<file path="config.mk">
export PLATFORM = sky130hd
export DESIGN_NAME = reaction_stats
export DESIGN_NICKNAME = d
export VERILOG_FILES = /design/src/rtl/reaction_stats.sv
export SDC_FILE = /design/constraint.sdc
export NUM_CORES = 1
export LEC_CHECK = 0
export BUFFER_PORTS_ARGS = -buffer_cell sky130_fd_sc_hd__buf_2
export CAP_MARGIN = 5
export CORE_ASPECT_RATIO = 1.4
export CORE_MARGIN = 2
export CORE_UTILIZATION = 30
export CTS_BUF_LIST = sky130_fd_sc_hd__clkbuf_8
export CTS_CLUSTER_DIAMETER = 200
export DETAILED_ROUTE_END_ITERATION = 7
export GPL_TIMING_DRIVEN = 0
export SLEW_MARGIN = 30
export SYNTH_ARGS = -nofsm -noshare
export SYNTH_HDL_FRONTEND = slang
export SYNTH_SLANG_ARGS = --single-unit
</file>
<file path="constraint.sdc">
create_clock -name ms_clk -period 6.3 [get_ports ms_clk]
set_input_delay 0.63 -clock ms_clk [delete_from_list [all_inputs] [get_ports ms_clk]]
set_output_delay 0.63 -clock ms_clk [all_outputs]
set_load 0.01 [all_outputs]
</file>
<file path="src/rtl/reaction_stats.sv">
// reaction_stats: post-processor for finished reaction-timer trials.
// Captures each result, keeps best time and trial statistics, and turns the
// selected value (last / best / average) into four BCD digits. The digits come
// from an iterative double-dabble converter that takes one shift per tick.
// Optional feature macro: REACT_AVG_EN adds a 4-deep history of normal times
// and a running sum, so that sel=10 shows the average.
module reaction_stats #(
  parameter int W_IN = 14
) (
  input  logic            ms_clk,
  input  logic            reset,
  input  logic            res_valid,
  input  logic [W_IN-1:0] res_time,
  input  logic [1:0]      res_kind,
  input  logic [1:0]      sel,
  input  logic            clr_stats,
  output logic            busy,
  output logic            bcd_valid,
  output logic [15:0]     bcd,
  output logic [W_IN-1:0] best,
  output logic [7:0]      trials,
  output logic            new_best,
  output logic            overrun
);

  localparam logic [W_IN-1:0] MAX_V   = W_IN'(9999);
  localparam logic [W_IN-1:0] SLOW_V  = W_IN'(1000);
  localparam logic [3:0]      LAST_IT = 4'(W_IN - 1);

  typedef enum logic [1:0] {S_IDLE, S_CONV, S_DONE} state_t;

  state_t          state_q, state_d;
  logic [1:0]      sel_q, sel_prev_q;
  logic            pending_q, pending_d;
  logic [W_IN-1:0] shift_q;
  logic [15:0]     scr_q;
  logic [3:0]      iter_q;
  logic [15:0]     bcd_q;
  logic            bcd_valid_q;
  logic [W_IN-1:0] last_q, last_d, best_q, best_d;
  logic [7:0]      trials_q, trials_d;
  logic            new_best_q, new_best_d;
  logic            overrun_q, overrun_d;
  logic            sel_chg, accept, load;
  logic [W_IN-1:0] src_val;
  logic [15:0]     scr_adj;

`ifdef REACT_AVG_EN
  logic [3:0][W_IN-1:0] hist_q, hist_d;
  logic [15:0]          sum_q, sum_d;
  logic [W_IN-1:0]      avg_val;
`endif

  function automatic logic [W_IN-1:0] clamp(input logic [W_IN-1:0] v);
    return (v > MAX_V) ? MAX_V : v;
  endfunction

  // Double-dabble correction: any digit >= 5 would overflow past 9 on the shift.
  function automatic logic [15:0] dabble(input logic [15:0] s);
    logic [15:0] r;
    for (int i = 0; i < 4; i++) begin
      r[i*4 +: 4] = (s[i*4 +: 4] >= 4'd5) ? s[i*4 +: 4] + 4'd3 : s[i*4 +: 4];
    end
    return r;
  endfunction

  assign scr_adj = dabble(scr_q);

  // FSM state register
  always_ff @(posedge ms_clk or posedge reset) begin
    if (reset) state_q <= S_IDLE;
    else       state_q <= state_d;
  end

  // FSM next-state: one conversion is W_IN shift cycles followed by DONE
  always_comb begin
    state_d = state_q;
    case (state_q)
      S_IDLE:  if (load) state_d = S_CONV;
      S_CONV:  if (iter_q == LAST_IT) state_d = S_DONE;
      S_DONE:  state_d = load ? S_CONV : S_IDLE;
      default: state_d = S_IDLE;
    endcase
  end

  // FSM outputs: busy, result acceptance, load trigger, deferred sel reconversion
  always_comb begin
    busy      = (state_q != S_IDLE);
    accept    = res_valid && !busy;
    sel_chg   = (sel_q != sel_prev_q);
    load      = 1'b0;
    pending_d = pending_q;
    case (state_q)
      S_IDLE:  load = accept || sel_chg;
      S_CONV:  if (sel_chg) pending_d = 1'b1;
      S_DONE:  load = pending_q || sel_chg;
      default: load = 1'b0;
    endcase
    if (load) pending_d = 1'b0;
  end

  // Statistics next-state; clr_stats overrides whatever the trial would do
  always_comb begin
    last_d     = last_q;
    best_d     = best_q;
    trials_d   = trials_q;
    new_best_d = new_best_q;
    overrun_d  = overrun_q;
`ifdef REACT_AVG_EN
    hist_d     = hist_q;
    sum_d      = sum_q;
`endif
    if (accept) begin
      if (res_kind == 2'b00) begin
        last_d = clamp(res_time);
        if (trials_q != 8'hFF) trials_d = trials_q + 8'd1;
        new_best_d = (last_d < best_q);
        if (last_d < best_q) best_d = last_d;
`ifdef REACT_AVG_EN
        sum_d  = sum_q - 16'(hist_q[3]) + 16'(last_d);
        hist_d = {hist_q[2:0], last_d};
`endif
      end else begin
        last_d     = (res_kind == 2'b01) ? SLOW_V : MAX_V;
        new_best_d = 1'b0;
      end
    end
    if (res_valid && busy) overrun_d = 1'b1;
    if (clr_stats) begin
      best_d     = MAX_V;
      trials_d   = 8'd0;
      new_best_d = 1'b0;
      overrun_d  = 1'b0;
`ifdef REACT_AVG_EN
      hist_d     = '0;
      sum_d      = 16'd0;
`endif
    end
  end

`ifdef REACT_AVG_EN
  assign avg_val = (trials_d >= 8'd4) ? W_IN'(sum_d >> 2) : MAX_V;
`endif

  // Display source, taken from next-state values so a fresh trial shows at once
  always_comb begin
    case (sel_q)
      2'b01:   src_val = best_d;
`ifdef REACT_AVG_EN
      2'b10:   src_val = avg_val;
`endif
      default: src_val = last_d;
    endcase
  end

  // Statistics, sel history and converter datapath registers
  always_ff @(posedge ms_clk or posedge reset) begin
    if (reset) begin
      sel_q       <= 2'b00;
      sel_prev_q  <= 2'b00;
      pending_q   <= 1'b0;
      shift_q     <= '0;
      scr_q       <= 16'h0000;
      iter_q      <= 4'd0;
      bcd_q       <= 16'h0000;
      bcd_valid_q <= 1'b0;
      last_q      <= '0;
      best_q      <= MAX_V;
      trials_q    <= 8'd0;
      new_best_q  <= 1'b0;
      overrun_q   <= 1'b0;
`ifdef REACT_AVG_EN
      hist_q      <= '0;
      sum_q       <= 16'd0;
`endif
    end else begin
      sel_q       <= sel;
      sel_prev_q  <= sel_q;
      pending_q   <= pending_d;
      last_q      <= last_d;
      best_q      <= best_d;
      trials_q    <= trials_d;
      new_best_q  <= new_best_d;
      overrun_q   <= overrun_d;
`ifdef REACT_AVG_EN
      hist_q      <= hist_d;
      sum_q       <= sum_d;
`endif
      bcd_valid_q <= (state_q == S_DONE);
      if (state_q == S_DONE) bcd_q <= scr_q;
      if (load) begin
        shift_q <= clamp(src_val);
        scr_q   <= 16'h0000;
        iter_q  <= 4'd0;
      end else if (state_q == S_CONV) begin
        {scr_q, shift_q} <= 30'({scr_adj, shift_q} << 1);
        iter_q           <= iter_q + 4'd1;
      end
    end
  end

  assign bcd_valid = bcd_valid_q;
  assign bcd       = bcd_q;
  assign best      = best_q;
  assign trials    = trials_q;
  assign new_best  = new_best_q;
  assign overrun   = overrun_q;

endmodule

</file>
# Word level (Yosys, flattened, before mapping)
# Cells that the tools add are included.
[totals]
register_bits = 96
in_bits = 22
out_inout_bits = 42
wordCells = 90
[classes]
muxes = 37
n_addsub = 6
order_cmp = 7
eq_ne = 9
n_reduce_logical = 17
[op_table]
columns = ["op", "count"]
rows = [
  ["$mux 14", 12],
  ["$mux 16", 2],
  ["$mux 8", 4],
  ["$gt 14x14->1 const B", 2],
  ["$mux 4", 5],
  ["$ge 4x3->1 const B", 4],
  ["$lt 14x14->1", 1],
  ["$reduce_bool 2->1", 7],
  ["$add 4x2->4 const B", 3],
  ["$mux 1", 9],
  ["$add 8x1->8 const B", 1],
  ["$ne 8x8->1 const B", 1],
  ["$eq 2x1->1 const B", 3],
  ["$pmux 2 s3", 1],
  ["$add 4x1->4 const B", 1],
  ["$eq 4x4->1 const B", 1],
  ["$logic_not 2->1", 2],
  ["$mux 2", 2],
  ["$ne 2x2->1 const B", 2],
  ["$reduce_and 2->1", 2],
  ["$add 3x2->3 const B", 1],
  ["$mux 3", 1],
  ["$reduce_and 3->1", 1],
  ["$eq 2x2->1 const B", 1],
  ["other kinds (5)", 7],
]

# Logic depth before layout (Yosys ltp)
# Gate-level depths: netlist of the first run.
[logic_depth]
word_depth = 11
ltp_mapped = 15
depth_no_buf = 14

# Worst setup path after synthesis of the first run
# OpenSTA, ideal clock, no wires.
[synth_timing]
path_type = "in2reg"
from = "in res_time[12]"
to = "reg shift_q[0]"
path_buffers = 1
path_stages = 15
required_ns = 6.169
path_slack_ns = 2.118
setup_ns = 0.131
t_arrival_ns = 4.051
cell_sequence = "o21ai_0 -> o21ai_0 -> nor2_1 -> inv_1 -> ha_1 -> a21o_1 -> a21o_1 -> a221o_1 -> a211oi_4 -> buf_6 -> mux2i_1 -> a2bb2oi_1 -> nand4_1 -> a211oi_2 -> a21oi_1"
[synth_between]
elab_chain_cells = 11
elab_cells_between_ends = 13
cone_classes = "order compare (3); mux (10)"
[synth_rtl]
columns = ["element", "line_no", "rtl"]
rows = [
  ["start, declared", "13", "input logic [W_IN-1:0] res_time,"],
  ["$gt 14x14->1", "55", "return (v > MAX_V) ? MAX_V : v;"],
  ["$mux 14 *", "55", ""],
  ["$lt 14x14->1", "118", "if (last_d < best_q) best_d = last_d;"],
  ["$mux 14", "118", ""],
  ["$mux 14", "114", "if (res_kind == 2'b00) begin"],
  ["$mux 14", "113", "if (accept) begin"],
  ["$mux 14", "129", "if (clr_stats) begin"],
  ["$mux 14 *", "147", "case (sel_q)"],
  ["$gt 14x14->1", "55", ""],
  ["$mux 14 *", "55", ""],
  ["$mux 14 *", "191", "if (load) begin"],
  ["end signal, assigned", "192", "shift_q <= clamp(src_val);"],
  ["end signal, assigned", "196", "{scr_q, shift_q} <= 30'({scr_adj, shift_q} << 1);"],
  ["end, declared", "35", "logic [W_IN-1:0] shift_q;"],
]
# Every way passes the cells marked *; elsewhere a longest branch is shown, timed or not.
# A chain may end at the register's enable or synchronous reset.

# Worst setup path after layout of the first run
# Same ends and word-level chain as after synthesis.

==> reports/metrics.cfg, run 1 <==
[clocking]
worstSkewPairLatency_ns=0.37
root_buffer=clkbuf_8
clk_pin_slew_ns=0.09
post_cts_resized=0
numCtsBuffers=9
clk_path_buf_depth=2
h-tree-depth=3
ctsHoldBuffers=0
clock_sinks=96
cts_tree=yes
cts_setup_buffers=0

[final_layout]
nNetsFinal=609
area_growth_pct=16.2
post-route-util_pct=35.8
diodes=0
regArea_um2=2410
n_fill_cell=1672
drive_gt1_share_pct=22.2
multi_input_area_um2=2390

[critical_path]
crit_type=input port to register
end_kind=register
r2r-end=shift_q[0]
reg2regPathDepth=12
crit_required_ns=6.54
slowest_stage=a211oi_4
start_kind=input port
endpoint=shift_q[0]
path_cells=buf_2 -> o21ai_0 -> o21ai_0 -> nor2_1 -> inv_1 -> ha_1 -> a21o_1 -> a21o_1 -> a221o_1 -> a211oi_4 -> buf_6 -> mux2i_1 -> a2bb2oi_1 -> nand4_1 -> a211oi_2 -> a21oi_1
r2r_setup_slack_ns=2.33
cp_max_fo=10
crit_start=res_time[12]
worst_path_largest_cell_delay_ns=0.65
timing.rr.start=best[13]
cp_data_arrival_time_ns=5.32

[detailed_routing]
detail_route.wl_per_cell_um=16.2
drtPass1Iterations=6
dr.first_iter.drc_count=234
drc_errors=8
finalWirelength_um=12400
vias_per_cell=5.11
vias=3917
postRouteAntennaNets=0

[grt]
globalRoute.totalOverflow=0
grt_pass1_vias=4030
antenna_found_initial=0
grt_start_max_net_pins=57
grt_usage_pct=14.8
grt_pass1_wl_um=20900

[timing]
setup_tns_ns=0
drv_slew=0
hold_viol=0
fin_worst_skew_ns=0.0115
grt_setup_unrepaired=false
tightest_slew_ns=0.733
setup_viol=0
finalCritPeriodShare_pct=80.6
period_needed_ns=5.08
fmax_mhz=197
slew_headroom_pct=50.9
hold_slack_ns=0.253
worst_slack_ns=1.22

[synth]
synth_area_um2=5000
synthTopCellsByArea=dfrtp_1, ha_1, nand2_1
yosysSeqAreaShare_pct=48.2
synth.most_common_cell=dfrtp_1
synth_top_area_share_pct=44.0
ys_seq_elements=96
synth-edff-count=0
ys_types=58
yosysWarningCount=0
ys.flop_type=dfrtp_1
avgSynthCellArea_um2=10.2
synth_commonest_cells=dfrtp_1, nand2_1, nor2_1
synth_area_leader_cell=dfrtp_1
synth_async_sr_flop_share_pct=100
syn_nets=535
synth_cells=489

[power_and_ir_drop]
pwr-share-clk_pct=22.0
sequentialPowerShare_pct=44.1
power.internal_w=0.00131
switching_share_pct=35.9
fin_total_pwr_w=0.00205
power_frac_comb_pct=33.9
ir_drop_mv=0.201
p_leak_nw=2.63
power.density_cell_area_nw_per_um2=353
switching_power_w=0.000738

[placed_design]
place_congestion=0.813
dp_hpwl_um=9200
portBuffers=62
pre_cts_slack_ns=0.770

[floorplan]
num_rows=55
die_area_um2=17700
ioPinCount=64
coreArea_um2=16200
die_height_um=157
die_w_um=113
initial_core_util_pct=30.8

[run]
maxCapViolCount=0

[worst_hold_path]
min_path_type=input port to asynchronous set/reset pin

[status]
outcome=finished, violations left
violations=DRC

==> through the flow <==
| stage | cell area, µm² | cells |
|---|---|---|
| after global routing | 5820 | 767 |
| after floorplan | 5000 | 489 |
| final | 5820 | 767 |
| after detailed placement | 5600 | 751 |
| after CTS | 5820 | 767 |
| after global placement | 5560 | 750 |
==> cell type report <==
| type | count | share of cell area (%) |
|---|---|---|
| Buffer | 20 | 1.57 |
| Clock buffer | 10 | 2.37 |
| Clock inverter | 6 | 1.42 |
| Inverter | 30 | 2.02 |
| Multi-Input combinational cell | 343 | 41.0 |
| Sequential cell | 96 | 41.5 |
| Tap cell | 199 | 4.28 |
| Timing Repair Buffer | 63 | 5.81 |
==> cell families after synthesis <==
| family | synth area share [%] |
|---|---|
| and+or+nand+nor | 14.6 |
| DFF | 48.2 |
| xor gates and xnor gates | 2.80 |
| AOI/OAI and AO/OA | 17.1 |
| adders and majority gates | 6.00 |
| muxes | 7.25 |
| buffers and inverters | 4.08 |
==> sequential cells by signal, summed over array words and instances, names as in the netlist <==
signal      flops
new_best        1
pending_q       1
shift_q        14
last_q         14
sel_q           2
best           14
bcd            16
bcd_valid       1
iter_q          4
overrun         1
sel_prev_q      2
scr_q          16
trials          8
state_q         2
==> cells in the final DEF (no fill, tap or decap), types with 6 or more instances in the layout <==
cell type and count:
o31ai_1 8, ha_1 24, nand2_1 64, mux2_2 18
nor2_1 37, a21oi_1 25, clkbuf_8 10, o21ai_0 24
xor2_1 11, a2bb2oi_1 6, nand3_1 6, dfstp_2 8
mux2i_1 16, buf_2 63, inv_1 29, nand4_1 7
clkbuf_1 14, dfrtp_1 88, nand2b_1 15
==> critical path, delay by kind of cell <==
kind,cells,cell delay [ns]
mux,1,0.25
buf+inv,3,0.41
simple gates,2,0.46
fa+ha+maj,1,0.28
compound gates,9,3.26
==> worst min path at each step <==
stage / end / startpoint / slack, ns / cells after the start
after detailed placement: sel_prev_q[1] / sel_q[1] / 0.43 / 0
after global placement: sel_prev_q[1] / sel_q[1] / 0.42 / 0
after CTS: bcd[2] / reset / 0.26 / 2
after global routing: bcd[2] / reset / 0.26 / 2
after floorplan: sel_prev_q[1] / sel_q[1] / 0.40 / 0
final: bcd[2] / reset / 0.25 / 2
==> power by group through the flow <==
stage	registers (W)	logic, W	clock network [W]
after CTS	0.000906	0.000706	0.000466
after detailed placement	0.000916	0.000701	0
final	0.000905	0.000697	0.000451
after floorplan	0.000901	0.000490	0
after global placement	0.000905	0.000665	0
after global routing	0.000928	0.000787	0.000488
==> metal layers <==
metal  part of all wire [%]  up-vias  GRT usage [%]
met5                      0        -              0
met4                    2.2        0           5.11
met3                    4.0       17           2.17
met2                     50       90           26.1
met1                     43     1942           18.4
li1                       -     1868              -
Note: power is estimated with default switching activity, not from simulation.
==> run 2: changes to the inputs <==
- clock period: 6.3 -> 4.2 ns (I/O delays scaled with it)
==> run 2 against run 1 <==
Net effect: the run still ends with DRC left; global-route usage up 0.057 points; wire length up 0.65%; hold slack worse by 0.21 ns; critical path depth unchanged; clock power up 50%; largest cell class is now multi-input gates; design area up 0.86%; flip-flop and latch count unchanged; clock skew up 0.0016 ns.
==> reports/metrics.cfg, run 2 (same netlist as run 1, synthesis figures left out) <==
[status]
outcome=finished, violations left
violations=DRC

[final_layout]
diodes=0
drive_gt1_share_pct=23.5
final_cell_mix=dfrtp_1, nand2_1, buf_2
nNetsFinal=611
layout_commonest_cell=dfrtp_1
final_cells=769
area_growth_pct=17.2

[critical_path]
reg2regPathDepth=12
worst_path_largest_cell_delay_ns=0.39
cp_common_cell=a21o_1
slowest_stage=a211oi_2
crit_buf_inv=3
crit_type=input port to register
path_cells=buf_2 -> nor4_2 -> o21ai_1 -> nor2_1 -> inv_1 -> ha_1 -> a21o_1 -> a21o_1 -> a221o_1 -> a211oi_4 -> buf_4 -> mux2i_1 -> a2bb2oi_1 -> nand4_1 -> a211oi_2 -> a21oi_1
end_kind=register
start_kind=input port
crit_required_ns=4.44
path_delay_family=compound AO/OA/AOI/OAI gates
worstSetupPathDepth=16
cp_data_arrival_time_ns=4.20
cp_max_fo=7

[clocking]
clk_pin_slew_ns=0.09
clock_sinks=96
root_buffer=clkbuf_8
h-tree-depth=3
worstSkewPairLatency_ns=0.37
cts_tree=yes
ctsHoldBuffers=0
clk_path_buf_depth=2
numCtsBuffers=9

[floorplan]
ioPinCount=64
initial_core_util_pct=30.8
coreArea_um2=16200
die_w_um=113
num_rows=55
die_area_um2=17700
die_height_um=157

[grt]
grt_pass1_wl_um=20900
grt_pass1_vias=4042
grt_usage_pct=14.8
grt_start_max_net_pins=57
globalRoute.totalOverflow=0
antenna_found_initial=0

[placed_design]
dp_cells=751
place_congestion=0.813
dp_hpwl_um=9200
portBuffers=62

[detailed_routing]
vias=3932
drc_errors=8
postRouteAntennaNets=0
detail_route.wl_per_cell_um=16.3
dr.first_iter.drc_count=233
drtPass1Iterations=6
vias_per_cell=5.11
finalWirelength_um=12500

[timing]
slew_headroom_pct=51.8
period_needed_ns=3.96
setup_viol=0
fin_worst_skew_ns=0.0131
fmax_mhz=253
finalCritPeriodShare_pct=94.2
hold_slack_ns=0.0417
tightest_slew_ns=0.720
hold_viol=0
grt_setup_unrepaired=false
drv_slew=0

[run]
maxCapViolCount=0

[power_and_ir_drop]
ir_drop_mv=0.301
p_leak_nw=2.64
power.density_cell_area_nw_per_um2=527
fin_total_pwr_w=0.00309

[worst_hold_path]
min_path_type=input port to asynchronous set/reset pin

-- run 2: metrics by stage --
step / worst slack, ns / setup TNS [ns] / util [%] / instance area, µm²
after floorplan: 0.228 / 0 / - / 5000
after global placement: -1.00 / -9.83 / 34.3 / 5560
after detailed placement: -1.12 / -11.36 / 34.5 / 5600
after CTS: 0.0691 / 0 / 35.9 / 5830
after global routing: 0.00435 / 0 / 36.1 / 5870
final: 0.244 / 0 / 36.1 / 5870
-- run 2: worst register-to-register path, delay by kind of cell, from the launching register on --
family                   cells  cell delay [ns]
AND/OR/NAND/NOR              3             0.94
buffers and inverters        2             0.30
flip-flops                   1             0.58
adder cells (fa/ha/maj)      1             0.30
multiplexers                 1             0.21
AO/OA/AOI/OAI                5             1.28
-- run 2: routing by layer --
metal	up-vias	GRT usage (%)	part of all wire [%]
li1	1873	-	-
met1	1960	18.3	44
met4	0	5.11	2.2
met5	-	0	0
met2	82	26.3	51
met3	17	2.17	3.5
-- run 2: what timing repair did --
action | 4_1_cts | 5_1_grt
resized for setup | 2 | 6
setup buffers | 2 | 0
pin swaps | 1 | 0
endpoints found under the setup margin | 13 | 9
-- run 2: worst paths after layout --
path / from / endpoint / slack (ns)
min in group ms_clk: sel[1] / sel_q[1] / 0.15
worst min register to register: sel_q[1] / sel_prev_q[1] / 0.45
worst min-delay path: reset / bcd[2] / 0.04
worst max-delay path: res_time[7] / shift_q[0] / 0.24
worst max register to register: best[13] / shift_q[0] / 0.46
max in group asynchronous: reset / best[0] / 3.49
-- run 2: layout make-up --
cell class                      count  area, µm²
Clock buffer                       10        138
Clock inverter                      6       82.6
Buffer                             20       91.3
Fill cell                        1666      10400
Multi-Input combinational cell    343       2420
Inverter                           30        118
Tap cell                          199        249
Sequential cell                    96       2410
Timing Repair Buffer               65        353
-- run 2: where the power goes --
| group | switching, W | internal (W) |
|---|---|---|
| combinational | 0.000603 | 0.000451 |
| clock | 0.000328 | 0.000349 |
| sequential | 0.000180 | 0.00118 |
==> run 3: changes to the inputs <==
- CORE_ASPECT_RATIO: 1.4 -> 2
- CORE_UTILIZATION: 30 -> 25
==> run 3 against run 2 <==
Net effect: via count is 3.2% lower; sequential share of layout area is 0.66 points lower; clock skew is 0.0041 ns higher; register-to-register slack better by 0.17 ns; flip-flop and latch count stayed put; the flow now finishes without violations; combinational power hardly changed; die area is 20% higher; critical endpoint unchanged; global-route usage is 1.7 points lower; sequential power hardly changed.
==> reports/metrics.cfg, run 3 (same netlist as run 1, synthesis figures left out) <==
[status]
outcome=finished clean

[timing]
slew_headroom_pct=55.0
grt_setup_unrepaired=false
setup_tns_ns=0
period_needed_ns=4.02
finalCritPeriodShare_pct=95.7
fmax_mhz=249
hold_viol=0
worst_slack_ns=0.180
tightest_slew_ns=0.675
setup_viol=0
drv_slew=0
hold_slack_ns=0.0232
fin_worst_skew_ns=0.0172

[critical_path]
end_kind=register
crit_type=input port to register
path_cells=buf_2 -> nor4_4 -> o21a_2 -> and2_1 -> ha_1 -> and4_1 -> a221o_1 -> a211oi_4 -> buf_12 -> buf_6 -> mux2i_1 -> a2bb2oi_1 -> nand4_1 -> a211oi_2 -> a21oi_1
worst_path_largest_cell_delay_ns=0.40
path_delay_family=compound AO/OA/AOI/OAI gates
slowest_stage=a221o_1
crit_buf_inv=3
cp_data_arrival_time_ns=4.27
crit_required_ns=4.45
start_kind=input port
cp_max_fo=10

[clocking]
clk_path_buf_depth=2
numCtsBuffers=9
worstSkewPairLatency_ns=0.38
clk_pin_slew_ns=0.09
cts_tree=yes
clock_sinks=96
h-tree-depth=3
root_buffer=clkbuf_8

[final_layout]
multi_input_area_um2=2410
n_fill_cell=2142
regArea_um2=2410
drive_gt1_share_pct=23.3
area_growth_pct=19.2
nNetsFinal=613
final_cells=834
layout_commonest_cell=dfrtp_1
final_cell_mix=dfrtp_1, nand2_1, buf_2
diodes=0

[power_and_ir_drop]
power.density_cell_area_nw_per_um2=517
pwr-share-clk_pct=22.4
power.internal_w=0.00198
switching_share_pct=35.9
switching_power_w=0.00111
p_leak_nw=2.66
power_frac_comb_pct=33.8
fin_total_pwr_w=0.00308
ir_drop_mv=0.235
sequentialPowerShare_pct=43.8

[grt]
grt_start_max_net_pins=64
grt_pass1_vias=4103
globalRoute.totalOverflow=0
grt_pass1_wl_um=21700
antenna_found_initial=0
grt_usage_pct=13.1

[floorplan]
die_area_um2=21200
ioPinCount=64
initial_core_util_pct=25.4
die_height_um=204
coreArea_um2=19700
num_rows=73
die_w_um=104

[detailed_routing]
dr.first_iter.drc_count=105
vias=3806
postRouteAntennaNets=0
detail_route.wl_per_cell_um=16.1
drc_errors=0
vias_per_cell=4.56
finalWirelength_um=13400
drtPass1Iterations=5

[placed_design]
dp_cells=814
pre_cts_slack_ns=-1.14
dp_hpwl_um=10300
place_congestion=0.883
portBuffers=62

[run]
maxCapViolCount=0

[worst_hold_path]
min_path_type=input port to asynchronous set/reset pin

==> run 3: changes by cell type in the layout (fill, tap and decap cells not counted), sizes merged <==
| cell | delta |
|---|---|
| clkinv | -1 |
| inv | +2 |
| clkinvlp | -1 |
| buf | +2 |
==> run 3: stage by stage <==
step / area (µm²) / utilization [%]
finish: 5960 / 30.2
global placement: 5640 / 28.6
floorplan: 5000 / -
detailed placement: 5670 / 28.8
CTS: 5950 / 30.2
global route: 5960 / 30.2
==> run 3: power groups by stage <==
stage	Clock (W)	Combinational, W	Sequential (W)
2_1_floorplan	0	0.000736	0.00135
3_3_place_gp	0	0.00103	0.00136
3_5_place_dp	0	0.00105	0.00137
4_1_cts	0.000702	0.00106	0.00135
5_1_grt	0.000745	0.00117	0.00139
6_report	0.000691	0.00104	0.00135
==> run 3: layout make-up <==
class	instances	share of cell area (%)
buffer	20	1.53
clock inverter	6	1.39
clock buffer	10	2.31
multi-input combinational	343	40.5
timing repair buffer	67	6.38
tap	262	5.50
sequential	96	40.5
inverter	30	1.97
==> run 3: metal layers <==
metal | track usage (%) | part of all wire, %
met2 | 25.5 | 57
met4 | 6.95 | 3.8
met3 | 2.30 | 2.9
met5 | 0 | 0
met1 | 13.1 | 37
==> run 3: repair_timing <==
action / 4_1_cts / 5_1_grt
buffers inserted: 4 / 0
endpoints found under the setup margin: 13 / 9
pin swaps: 1 / 0
hold endpoints to repair: 0 / 0
hold buffers: 0 / 0
resized for setup: 4 / 3
==> run 3: final timing paths <==
path	start	slack (ns)	to	cells after the start
max	res_time[7]	0.18	shift_q[0]	15
min	reset	0.02	bcd[2]	2
max reg2reg	best[13]	0.63	shift_q[0]	13
min reg2reg	sel_q[0]	0.45	sel_prev_q[0]	0
max in group asynchronous	reset	3.51	best[8]	3
min in group ms_clk	sel[0]	0.16	sel_q[0]	1
